[src/rtl/mem_bus_arb_pkg.sv]
// Shared types for the two-requester native memory bus arbiter.
package mem_bus_arb_pkg;

  typedef enum logic {IDLE = 1'b0, BUSY = 1'b1} state_t;

  typedef logic [1:0] grant_t;

  localparam grant_t GRANT_NONE = 2'b00;
  localparam grant_t GRANT_M0   = 2'b01;
  localparam grant_t GRANT_M1   = 2'b10;

  typedef struct packed {
    logic        instr;
    logic [31:0] addr;
    logic [31:0] wdata;
    logic [3:0]  wstrb;
  } mem_req_t;

endpackage

[src/rtl/mem_bus_rr_pick.sv]
// Combinational two-way round-robin picker; on a tie the requester other than last wins.
module mem_bus_rr_pick
  import mem_bus_arb_pkg::*;
(
  input  logic [1:0] valid,
  input  logic       last,
  output grant_t     winner,
  output logic       any
);

  always_comb begin
    winner = GRANT_NONE;
    case (valid)
      2'b01:   winner = GRANT_M0;
      2'b10:   winner = GRANT_M1;
      2'b11:   winner = last ? GRANT_M0 : GRANT_M1;
      default: winner = GRANT_NONE;
    endcase
  end

  assign any = |valid;

endmodule

[src/rtl/mem_bus_arbiter.sv]
// Round-robin arbiter sharing one native memory port between the core (m0) and a secondary master (m1).
// Optional downstream wait timeout enabled by defining MEM_BUS_ARBITER_TIMEOUT_EN.
module mem_bus_arbiter
  import mem_bus_arb_pkg::*;
#(
  parameter int          TIMEOUT_CYCLES = 255,
  parameter logic [31:0] ERR_RDATA      = 32'h0000_0000
) (
  input  logic        clk,
  input  logic        resetn,
  input  logic        m0_valid,
  input  logic        m0_instr,
  input  logic [31:0] m0_addr,
  input  logic [31:0] m0_wdata,
  input  logic [3:0]  m0_wstrb,
  output logic        m0_ready,
  input  logic        m1_valid,
  input  logic        m1_instr,
  input  logic [31:0] m1_addr,
  input  logic [31:0] m1_wdata,
  input  logic [3:0]  m1_wstrb,
  output logic        m1_ready,
  output logic [31:0] m_rdata,
  output logic        mem_valid,
  output logic        mem_instr,
  output logic [31:0] mem_addr,
  output logic [31:0] mem_wdata,
  output logic [3:0]  mem_wstrb,
  input  logic        mem_ready,
  input  logic [31:0] mem_rdata,
  output logic [1:0]  grant,
  output logic        err
);

  state_t   state_q, state_d;
  grant_t   grant_q, pick;
  logic     last_q, pick_any, take, done, abort;
  mem_req_t req_q, req_m0, req_m1;

  assign req_m0 = '{instr: m0_instr, addr: m0_addr, wdata: m0_wdata, wstrb: m0_wstrb};
  assign req_m1 = '{instr: m1_instr, addr: m1_addr, wdata: m1_wdata, wstrb: m1_wstrb};

  mem_bus_rr_pick u_pick (
    .valid  ({m1_valid, m0_valid}),
    .last   (last_q),
    .winner (pick),
    .any    (pick_any)
  );

  assign take = (state_q == IDLE) && pick_any;
  assign done = (state_q == BUSY) && (mem_ready || abort);

  always_ff @(posedge clk or negedge resetn) begin
    if (!resetn) state_q <= IDLE;
    else         state_q <= state_d;
  end

  always_comb begin
    state_d = state_q;
    case (state_q)
      IDLE:    if (pick_any) state_d = BUSY;
      BUSY:    if (done)     state_d = IDLE;
      default: state_d = IDLE;
    endcase
  end

  // Request fields are captured once at grant so downstream sees them stable.
  always_ff @(posedge clk or negedge resetn) begin
    if (!resetn) begin
      grant_q <= GRANT_NONE;
      last_q  <= 1'b1;
      req_q   <= '0;
    end else if (take) begin
      grant_q <= pick;
      last_q  <= pick[1];
      req_q   <= pick[1] ? req_m1 : req_m0;
    end else if (done) begin
      grant_q <= GRANT_NONE;
    end
  end

`ifdef MEM_BUS_ARBITER_TIMEOUT_EN
  logic [15:0] wait_q;

  always_ff @(posedge clk or negedge resetn) begin
    if (!resetn)                                wait_q <= '0;
    else if (take)                              wait_q <= '0;
    else if ((state_q == BUSY) && !mem_ready)   wait_q <= wait_q + 16'd1;
  end

  assign abort = (state_q == BUSY) && !mem_ready && (wait_q == 16'(TIMEOUT_CYCLES));
`else
  logic [15:0] unused_timeout;

  assign unused_timeout = 16'(TIMEOUT_CYCLES);
  assign abort          = 1'b0;
`endif

  always_comb begin
    mem_valid = (state_q == BUSY);
    mem_instr = req_q.instr;
    mem_addr  = req_q.addr;
    mem_wdata = req_q.wdata;
    mem_wstrb = req_q.wstrb;
    grant     = grant_q;
    m0_ready  = done && grant_q[0];
    m1_ready  = done && grant_q[1];
    m_rdata   = abort ? ERR_RDATA : mem_rdata;
    err       = abort;
  end

endmodule

[config.mk]
export PLATFORM = sky130hd
export DESIGN_NAME = mem_bus_arbiter
export DESIGN_NICKNAME = d
export VERILOG_FILES = /design/src/rtl/mem_bus_arb_pkg.sv /design/src/rtl/mem_bus_rr_pick.sv /design/src/rtl/mem_bus_arbiter.sv
export SDC_FILE = /design/constraint.sdc
export NUM_CORES = 1
export LEC_CHECK = 0
export CAP_MARGIN = 20
export CORE_MARGIN = 2
export CORE_UTILIZATION = 39
export DETAILED_ROUTE_END_ITERATION = 10
export PLACE_DENSITY_LB_ADDON = 0.08
export RECOVER_POWER = 100
export SETUP_SLACK_MARGIN = 0.4
export SLEW_MARGIN = 40
export SYNTH_ARGS = -nofsm -noshare
export SYNTH_HDL_FRONTEND = slang
export SYNTH_SLANG_ARGS = --single-unit
[constraint.sdc]
create_clock -name clk -period 1.75 [get_ports clk]
set_input_delay 0.2625 -clock clk [delete_from_list [all_inputs] [get_ports clk]]
set_output_delay 0.2625 -clock clk [all_outputs]
set_load 0.05 [all_outputs]
# Word-level counts from Yosys, hierarchy flattened
# Cells that the tools add are included.
# classes
eq_ne	3
muxes	8
n_bitwise	1
n_reduce_logical	6
# op_table
cell	n
$mux 69	1
$mux 2	3
$pmux 2 s3	1
$eq 2x2->1 const B	2
$logic_and 1x1->1	4
$eq 2x1->1 const B	1
$mux 1	2
$pmux 1 s2	1
$reduce_bool 2->1	1
$reduce_or 2->1	1
$not 1->1	1
# totals
register_bits	73

# Depth between registers and ports, before layout
# Gate-level depths: netlist (run 1).
# depth
word_depth	3
mapped_depth	7

# Modules after synthesis
# From an unflattened synthesis (run 1), not the netlist that was laid out.
# hier_totals
hier_cells	276
hier_area_um2	4473.0
# modules_own_cells
mod	instances	cells_each	area_per_inst_um2	seq_area_each_um2
mem_bus_arbiter	1	272	4448.0	1828.0
mem_bus_rr_pick	1	4	25.0	0.0

# Worst setup path before layout (run 1)
# No wires, ideal clock.
# synth_path
kind	flip-flop to output port
from	register state_q (netlist: mem_valid)
to	output port m0_ready
arrival_ns	1.660
required_ns	1.487
path_slack_ns	-0.172
path_stages_with_launch	4
n_path_buf	2
cell_sequence	dfrtp_1 buf_2 clkbuf_1 and3_1
# synth_via
elab_chain_len	2
# synth_lines
item	line	rtl
from (decl)	mem_bus_arbiter.sv:35	state_t state_q, state_d;
from (signal assigned)	mem_bus_arbiter.sv:55	else state_q <= state_d;
$logic_and 1x1->1	mem_bus_arbiter.sv:51	assign done = (state_q == BUSY) && (mem_ready || abort);
$logic_and 1x1->1	mem_bus_arbiter.sv:106	m0_ready = done && grant_q[0];
to (decl)	mem_bus_arbiter.sv:16	output logic m0_ready,
# Every way passes these cells.

# Worst setup path in the final report (run 1)
# layout_path
from	register state_q (netlist: mem_valid)
to	output port m1_ready
# layout_via
elab_chain_len	2
# layout_lines
item	line	rtl
$logic_and 1x1->1	mem_bus_arbiter.sv:51	
$logic_and 1x1->1	mem_bus_arbiter.sv:107	m1_ready = done && grant_q[1];
to (decl)	mem_bus_arbiter.sv:22	output logic m1_ready,
# Every way passes these cells.

==> results of run 1 <==
[cells in the mapped netlist]
cell type	number
buf_4	35
nor2_1	139
o21a_1	1
nand2b_1	1
o22a_1	1
buf_2	23
a21oi_1	130
dfrtp_1	72
a221oi_1	1
clkbuf_1	25
o221a_1	10
dfstp_2	1
nand2_2	1
and2_4	1
o221a_2	59
nand2_1	1
inv_1	1
o21ai_0	1
nor3_1	1
and3_1	2
buf_6	5
nor2b_1	69
a21oi_2	10
and2b_1	1
conb_1	1
nand3b_1	1
[routing by layer]
layer  up-vias  GRT usage
met1      2463     0.3089
met5         -          0
met2       181     0.4008
met3        21    0.05553
met4         0    0.07063
li1       2408          -
[state kept, by name, indices dropped and copies added (netlist names)]
name       count
mem_addr      32
grant          2
mem_instr      1
mem_wdata     32
mem_valid      1
last_q         1
mem_wstrb      4
[area by class of cell]
type	instances	area, µm²	share of cell area
Multi-Input combinational cell	431	2746	0.3827
Timing Repair Buffer	243	2068	0.2882
Sequential cell	73	1832	0.2552
Clock buffer	12	246.5	0.03434
Tap cell	172	215.2	0.02999
Clock inverter	3	65.06	0.009066
Inverter	1	3.754	0.0005230
[where the power goes]
part           internal [W]  total, W  switching (W)
clock               0.00128   0.00197       0.000693
combinational       0.00158   0.00481        0.00322
sequential          0.00222   0.00267       0.000455
total               0.00508   0.00945        0.00437
[worst max-delay path by stage]
stage / start / endpoint / slack [ns] / cells past startpoint
2_1_floorplan: mem_valid / mem_addr[10] / 0.30 / 5
3_3_place_gp: mem_ready / m1_ready / 0.29 / 3
3_5_place_dp: mem_ready / m1_ready / 0.27 / 3
4_1_cts: mem_valid / m1_ready / 0.17 / 3
5_1_grt: mem_valid / m1_ready / 0.1 / 3
6_report: mem_valid / m1_ready / 0.13 / 3
[kinds of logic (layout without fill, tap and decap cells)]
group,Yosys count,after routing
flip-flops,73,73
AND/OR/NAND/NOR,217,217
other,1,1
AO/OA/AOI/OAI,213,213
buffers and inverters,89,259
[what timing repair did]
action / CTS / global route
hold endpoints to repair: 17 / 0
setup endpoints to repair: 72 / 72
resized for setup: 42 / 25
gates cloned: 5 / 0
hold buffers: 1 / 0
buffers inserted: 7 / 0
[per-stage QoR]
step	instances	hold WS, ns	area (µm²)	power (W)
floorplan	593	-0.03309	4951	0.006291
global placement	907	0.1615	6805	0.007639
detailed placement	907	0.1560	6805	0.007756
CTS	935	0.3506	7500	0.009999
global route	935	0.3607	7177	0.009957
finish	935	0.3380	7177	0.009452
==> impl_results.md, run 1 <==
- Initial core utilization: 0.3947
- TritonCTS sink count: 73
- Worst-path cell chain: buf_16 -> and3_4 -> clkbuf_4
- Total Wirelength: about 17000 µm
- Compound-Gate Fraction of Synth Area: 0.3141
- Final Hold Viols: 0
- Worst setup path category: register to primary output
- Leading cell type in the layout, fill and taps excluded: clkdlybuf4s50_1
- CP startpoint kind: register
- Worst-Skew Late Latency: between 0.3 and 0.4 ns
- Max Root-Sink Buffers: 2
- Largest family of logic cells by synthesized area: compound AO/OA/AOI/OAI gates
- First-pass GRT wire length: approximately 25000 µm
- Core area: roughly 12000 µm²
- Total grt overflow: 0
- Via count: ~5000
- Final GP Congestion: between 0.7 and 0.8
- Hpwl dp: ~10000 µm
- Synth cell types: 26
- Final TNS setup: 0 ns
- Top Layer Used: met4
- Delay-heaviest family, CP: flip-flops
- Inserted Diodes: 0
- Peak Freq: between 600 and 700 MHz
- Vias per cell: roughly 5.4
- Final setup viols: 0
- Area share of fa/ha/maj cells after synthesis: 0
- Final #Nets: ~930
- Critical Path AT: about 1.4 ns
- Vias in the first global route: 4933
- Reg-to-reg slack, setup: between 0.15 and 0.2 ns
- Syn-to-layout area delta: 45.88%
- Largest area contributor in the netlist: dfrtp_1
- Leakage: roughly 2.7 nW
- Reg2reg start: mem_valid
- # IOs: 282
- Initial antenna violation count: 0
- Met3 WL: 1063 µm
- Register area share after synthesis: 0.3716
- Hold WC Path Type: primary input to async pin
- M1 WL: around 7400 µm
- Relative slew slack: 0.5564
- Maximum fanout along the worst path: 6
- Setup Skew: 0.006198 ns
- DRC viols: 0
- Most frequent cells in the layout: 139 x clkdlybuf4s50_1, 130 x a21oi_1, 109 x nor2_1
- Met2 wire length: approximately 8000 µm
- Crit-path slowest cell: dfrtp_4
- CTS H-tree lvls: 3
- Die ar.: around 14000 µm²
- Total CTS buffers: 9
- Top cell type's share of synthesized area: 0.3662
- Horiz. Die Dim: 116.3 µm
- Synthesized area: around 5000 µm²
- Synthesis warning total: 0
- Seq cells post-synth: 73
- Worst-Margin Slew: 0.6682 ns
- Max_cap viols: 0
- Detailed Route Iter0 Violations: 345
- Worst r2r dst: mem_wdata[30]
- First-pass DRT Iterations: 4
- RSZ-0062 raised after global routing: true
- CP required: 1.49 ns
- Average wire per standard cell: about 18 µm
- Final Cycle Share: 0.9247
- Synth Instances: between 500 and 600
- Syn Nets: 768
- Crit-path max cell delay: 0.52 ns
- Peak supply drop: roughly 0.00077 V
- Post-route ant nets: 0
- Xor and xnor area share after synthesis: 0
- R2R depth: 4
- Largest cells by area after synthesis: dfrtp_1 37%, o221a_2 14%, a21oi_1 13%
- Result of the run: complete, no violations
- Largest net degree at the start of global routing: 73
- Crit path capture type: primary output
- Final Util: 0.5757
- Post-synthesis mux area share: 0
- Dpl ws: roughly 0.27 ns
- Post-synthesis simple-gate area fraction: 0.2055
- Worst Path Buf+Inv: 2
- Max Slew Vio Count: 0
- Power density over the cells: around 1300 nW/µm²
- CTS tree: built
- Reg clk slew, reported paths: ~0.060 ns
- CTS Root Cell: clkbuf_16
- Post-layout min period: about 1.6 ns
- Site Rows: a little over 40
- FILL cells: about 1200
- Layout cells sized above 1: 0.1940
- Worst setup margin: ~0.13 ns
- GRT Overall Usage: 0.2391
- Mean Syn Cell Area: roughly 8.3 µm²
- Port bufs: 216
- Die Height: between 100 and 150 µm
No activity file was read; power rests on OpenSTA's default activity.
==> run 2, diff against run 1 <==
Settings changed: SKIP_CTS_REPAIR_TIMING set to 1.
==> impl_results.md, run 2 (synthesis gave the netlist of run 1 again) <==
- Result of the run: complete, no violations
- First-pass DRT Iterations: 5
- Reg area: between 1500 and 2000 µm²
- Final Hold Viols: 0
- Crit-path max cell delay: 0.50 ns
- Post-route ant nets: 0
- Worst r2r dst: mem_addr[0]
- Reg clk slew, reported paths: approximately 0.050 ns
- Critical Path AT: 1.38 ns
- Hold WC Path Type: primary input to async pin
- Leakage: between 2 and 3 nW
- Worst-path cell chain: clkbuf_2 -> and3_4 -> buf_12
- Cell Area, Placed: between 6000 and 7000 µm²
- Worst setup path category: register to primary output
- Horiz. Die Dim: between 100 and 150 µm
- Die ar.: 13530 µm²
- # IOs: 282
- First-pass GRT wire length: roughly 24000 µm
- RSZ-0062 raised after global routing: true
- Design Area, Final: 7281 µm²
- Worst-Skew Late Latency: ~0.33 ns
- Largest net degree at the start of global routing: 81
- Placed cells: slightly above 900
- Final setup viols: 0
- Final #Nets: between 900 and 1000
- Final GP Congestion: between 0.7 and 0.8
- Peak supply drop: roughly 0.00066 V
- Crit-path slowest cell: dfrtp_4
- Area of the multi-input gates: roughly 2800 µm²
- Worst Path Buf+Inv: 2
- Dpl ws: between 0.2 and 0.3 ns
- Worst setup margin: ~0.11 ns
- CP startpoint kind: register
- Max_cap viols: 0
- Peak Freq: between 600 and 700 MHz
- Non-Filler Instances: between 900 and 1000
- Critical Path Start: mem_valid
- GRT Overall Usage: 0.2234
- Initial core utilization: 0.3947
- Post-layout min period: 1.640 ns
- WP depth: 3
- Core area: between 10000 and 15000 µm²
- Max Slew Vio Count: 0
- Port bufs: between 200 and 250
- Site Rows: 41
- Maximum fanout along the worst path: 7
- Vias per cell: 5.541
- Syn-to-layout area delta: 47.99%
- Average wire per standard cell: approximately 19 µm
- Crit path capture type: primary output
- Total Wirelength: roughly 18000 µm
- CP required: between 1 and 1.5 ns
- Delay-heaviest family, CP: flip-flops
- Final Cycle Share: 0.9370
- Hpwl dp: between 10000 and 15000 µm
- Worst-Margin Slew: 0.6620 ns
- Setup Skew: around 0.005 ns
- Via count: 5220
- Inserted Diodes: 0
- Relative slew slack: 0.5586
- R2R depth: 5
- Power density over the cells: roughly 1300 nW/µm²
- CP endpoint: m1_ready
- Detailed Route Iter0 Violations: around 410
- Max Root-Sink Buffers: 2
- DRC viols: 0
- CTS H-tree lvls: 3
- TritonCTS sink count: 73
- Die Height: approximately 120 µm
- Total grt overflow: 0
- Worst hold slack: 0.3396 ns
- Reg-to-reg slack, setup: 0.14 ns
- CTS tree: built
- Initial antenna violation count: 0
- Final TNS setup: 0 ns
- Total CTS buffers: 9
- Leading cell type in the layout, fill and taps excluded: clkdlybuf4s50_1
- Vias in the first global route: 4788
- Reg2reg start: mem_valid
- Layout cells sized above 1: 0.1922
- Most frequent cells in the layout: 139 x clkdlybuf4s50_1, 130 x a21oi_1, 117 x nor2_1
- CTS Root Cell: clkbuf_16
- FILL cells: 1169
[run 2: changes by cell type in the layout (fill, tap and decap cells not counted), moves of 3 or more]
| cell | before | now |
|---|---|---|
| nor2_2 | 23 | 16 |
| clkbuf_2 | 0 | 6 |
| clkbuf_16 | 9 | 14 |
| o221a_2 | 53 | 45 |
| clkbuf_4 | 4 | 1 |
| nor2_1 | 109 | 117 |
| buf_12 | 6 | 9 |
| o221a_4 | 6 | 14 |
| buf_16 | 5 | 0 |
[run 2: worst min path at each step]
stage	endpoint	slack [ns]	cells past startpoint
2_1_floorplan	grant[0]	-0.03	0
3_3_place_gp	mem_wdata[4]	0.16	1
3_5_place_dp	mem_wdata[4]	0.16	1
4_1_cts	mem_wdata[4]	-0.20	1
5_1_grt	mem_wdata[4]	0.36	2
6_report	mem_wdata[4]	0.34	2
[run 2: area by class of cell]
class,instances,share of cell area
multi-input combinational,431,0.3822
inverter,1,0.0005156
clock buffer,12,0.03385
timing repair buffer,250,0.2933
tap,172,0.02956
clock inverter,3,0.008936
sequential,73,0.2516
[run 2: routing by layer]
layer | global-route usage | wire length (µm) | vias up
li1 | - | - | 2424
met1 | 0.2910 | 7926 | 2569
met2 | 0.3663 | 8686 | 201
met3 | 0.06227 | 1086 | 26
met4 | 0.06111 | 256 | 0
met5 | 0 | 0 | -
[run 2: where the power goes]
group / internal, W / switching (W)
sequential: 0.00222 / 0.000457
clock: 0.00128 / 0.000711
combinational: 0.00164 / 0.00329
[run 2: metrics by stage]
step | total power, W | utilization
6_report | 0.009603 | 0.5841
3_5_place_dp | 0.007756 | 0.5459
2_1_floorplan | 0.006291 | -
5_1_grt | 0.01008 | 0.5841
4_1_cts | 0.009764 | 0.5709
3_3_place_gp | 0.007639 | 0.5459
==> run 3, diff against run 2 <==
Settings changed: CORE_UTILIZATION 39 to 37, SYNTH_HIERARCHICAL set to 1.
==> impl_results.md, run 3 <==
- Seq cells post-synth: between 70 and 80
- Maximum fanout along the worst path: 7
- Peak Freq: 591.5 MHz
- Vias in the first global route: ~3000
- Die Height: 114.0 µm
- Crit-path max cell delay: just under 0.4 ns
- Post-synth EDFFs: 0
- Non-Filler Instances: between 600 and 700
- Most frequent cell after synthesis: mux2_4
- Layout cells sized above 1: 0.3271
- Site Rows: 40
- Total grt overflow: 0
- Crit path capture type: register
- Async SR Flop Fraction: 1.000
- Synthesized area: around 4500 µm²
- Final setup viols: 0
- Final Hold Viols: 0
- Relative slew slack: 0.3864
- First-pass DRT Iterations: 4
- Post-layout min period: roughly 1.7 ns
- Worst r2r dst: mem_addr[14]
- Total Wirelength: around 11000 µm
- Ys flop type: dfrtp_1
- Crit-path slowest cell: dfstp_2
- First-pass GRT wire length: 15690 µm
- Setup Skew: 0.007387 ns
- WP depth: 5
- Synth cell types: 18
- Final #Nets: 654
- Hpwl dp: ~7400 µm
- Most frequent cells in the layout: 138 x clkdlybuf4s50_1, 113 x mux2_4, 73 x clkbuf_1
- R2R depth: 5
- Final Util: 0.5393
- Delay-heaviest family, CP: multiplexers
- Detailed Route Iter0 Violations: 66
- Worst Path Buf+Inv: 2
- CTS Root Cell: clkbuf_16
- Inserted Diodes: 0
- Synthesis warning total: 6
- Mean Syn Cell Area: 16.21 µm²
- Power density over the cells: ~1300 nW/µm²
- Average wire per standard cell: 17.90 µm
- Met2 wire length: between 5000 and 6000 µm
- Final Cycle Share: 0.9661
- Met3 WL: about 980 µm
- Peak supply drop: a little under 0.0006 V
- # IOs: between 200 and 300
- Critical Path Start: last_q
- Synth cell count leaders: 130 x mux2_4, 72 x dfrtp_1, 33 x buf_4
- Reg clk slew, reported paths: 0.06 ns
- CP startpoint kind: register
- Total CTS buffers: 9
- GRT Overall Usage: 0.1570
- Vias per cell: around 4.6
- Post-route ant nets: 0
- Port bufs: 216
- Die ar.: approximately 13000 µm²
- Syn-to-layout area delta: 43.61%
- Core area: about 12000 µm²
- Result of the run: complete, no violations
- Design Area, Final: between 6000 and 7000 µm²
- Syn Nets: between 400 and 500
- Largest cells by area after synthesis: mux2_4 44%, dfrtp_1 40%, buf_4 5.5%
- Max_cap viols: 0
- CP endpoint: mem_addr[14]
- Final GP Congestion: 0.6792
- Worst-Skew Late Latency: ~0.33 ns
- Worst setup path category: register to register
- Horiz. Die Dim: approximately 110 µm
- Reg-to-reg slack, setup: 0.06 ns
- Worst-path cell chain: a21boi_4 -> buf_12 -> buf_4 -> mux2_1 -> mux2_4
- Via count: approximately 2900
- Top Layer Used: met4
- Initial core utilization: 0.3755
- Max Slew Vio Count: 0
- CTS tree: built
- Largest area contributor in the netlist: mux2_4
- Reg2reg start: last_q
- Register area share after synthesis: 0.4087
- Largest net degree at the start of global routing: 39
- Placed cells: 599
- RSZ-0062 raised after global routing: true
- M1 WL: between 4000 and 5000 µm
- Top cell type's share of synthesized area: 0.4364
- Leading cell type in the layout, fill and taps excluded: clkdlybuf4s50_1
- TritonCTS sink count: 73
- Max Root-Sink Buffers: 2
- Initial antenna violation count: 0
- Worst-Margin Slew: about 0.9 ns
- CP required: 1.96 ns
- Cell Area, Placed: around 6300 µm²
- Synth Instances: approximately 280
- Leakage: roughly 2.9 nW
- Critical Path AT: approximately 1.9 ns
- Hold WC Path Type: primary input to register
- DRC viols: 0
- CTS H-tree lvls: 3
-- run 3: cell types whose count changed in the layout (fill, tap and decap cells not counted), moves of 4 or more --
cell,delta
nor2_4,-6
mux2_4,+113
nor2_1,-116
o221a_4,-14
o221a_2,-45
buf_2,-4
clkbuf_16,-4
nor2b_1,-68
o221a_1,-10
a21oi_2,-10
a21oi_1,-129
nor2_2,-16
mux2_1,+25
-- run 3: logic make-up (layout without fill, tap and decap cells) --
kind of cell | after synthesis | count (layout) | synth area share
AND/OR/NAND/NOR | 6 | 6 | 0.008393
multiplexers | 141 | 141 | 0.4635
other | 1 | 1 | 0.0008384
flip-flops | 73 | 73 | 0.4087
AO/OA/AOI/OAI | 5 | 5 | 0.008390
buffers and inverters | 50 | 257 | 0.1102
-- run 3: metal layers --
metal  vias to the layer above  track usage
li1                       1348            -
met1                      1382       0.1951
met2                       145       0.2500
met3                        22      0.05260
met4                         0      0.06667
met5                         -            0
-- run 3: worst min path at each step --
| stage | startpoint | to | cells past startpoint |
|---|---|---|---|
| 2_1_floorplan | resetn | grant[0] | 0 |
| 3_3_place_gp | resetn | mem_wdata[12] | 1 |
| 3_5_place_dp | resetn | mem_wdata[5] | 1 |
| 4_1_cts | resetn | mem_wdata[5] | 1 |
| 5_1_grt | mem_ready | mem_valid | 2 |
| 6_report | mem_ready | mem_valid | 2 |
-- run 3: power breakdown --
group | leakage (nW) | total [W] | switching, W | internal [W]
combinational | 1.88 | 0.00385 | 0.00239 | 0.00146
sequential | 0.853 | 0.00242 | 0.000266 | 0.00216
clock | 0.139 | 0.00177 | 0.000677 | 0.00109
-- run 3: area by class of cell --
| type | count | area [µm²] |
|---|---|---|
| clock inverter | 4 | 45.04 |
| sequential | 73 | 1828 |
| inverter | 1 | 3.754 |
| timing repair buffer | 241 | 2026 |
| tap | 147 | 183.9 |
| clock buffer | 11 | 232.7 |
| fill | 1106 | 5488 |
| multi-input combinational | 153 | 2105 |
-- run 3: metrics by stage --
step / setup TNS (ns) / power, W / hold WS, ns / setup WS [ns]
floorplan: 0 / 0.005591 / -0.03309 / 0.2256
global placement: -18.29 / 0.006662 / 0.2509 / -0.3058
detailed placement: -19.99 / 0.006677 / 0.2627 / -0.3435
CTS: -0.02256 / 0.008496 / -0.09559 / -0.01486
global route: 0 / 0.008431 / 0.2198 / 0.02590
finish: 0 / 0.008040 / 0.2190 / 0.05929
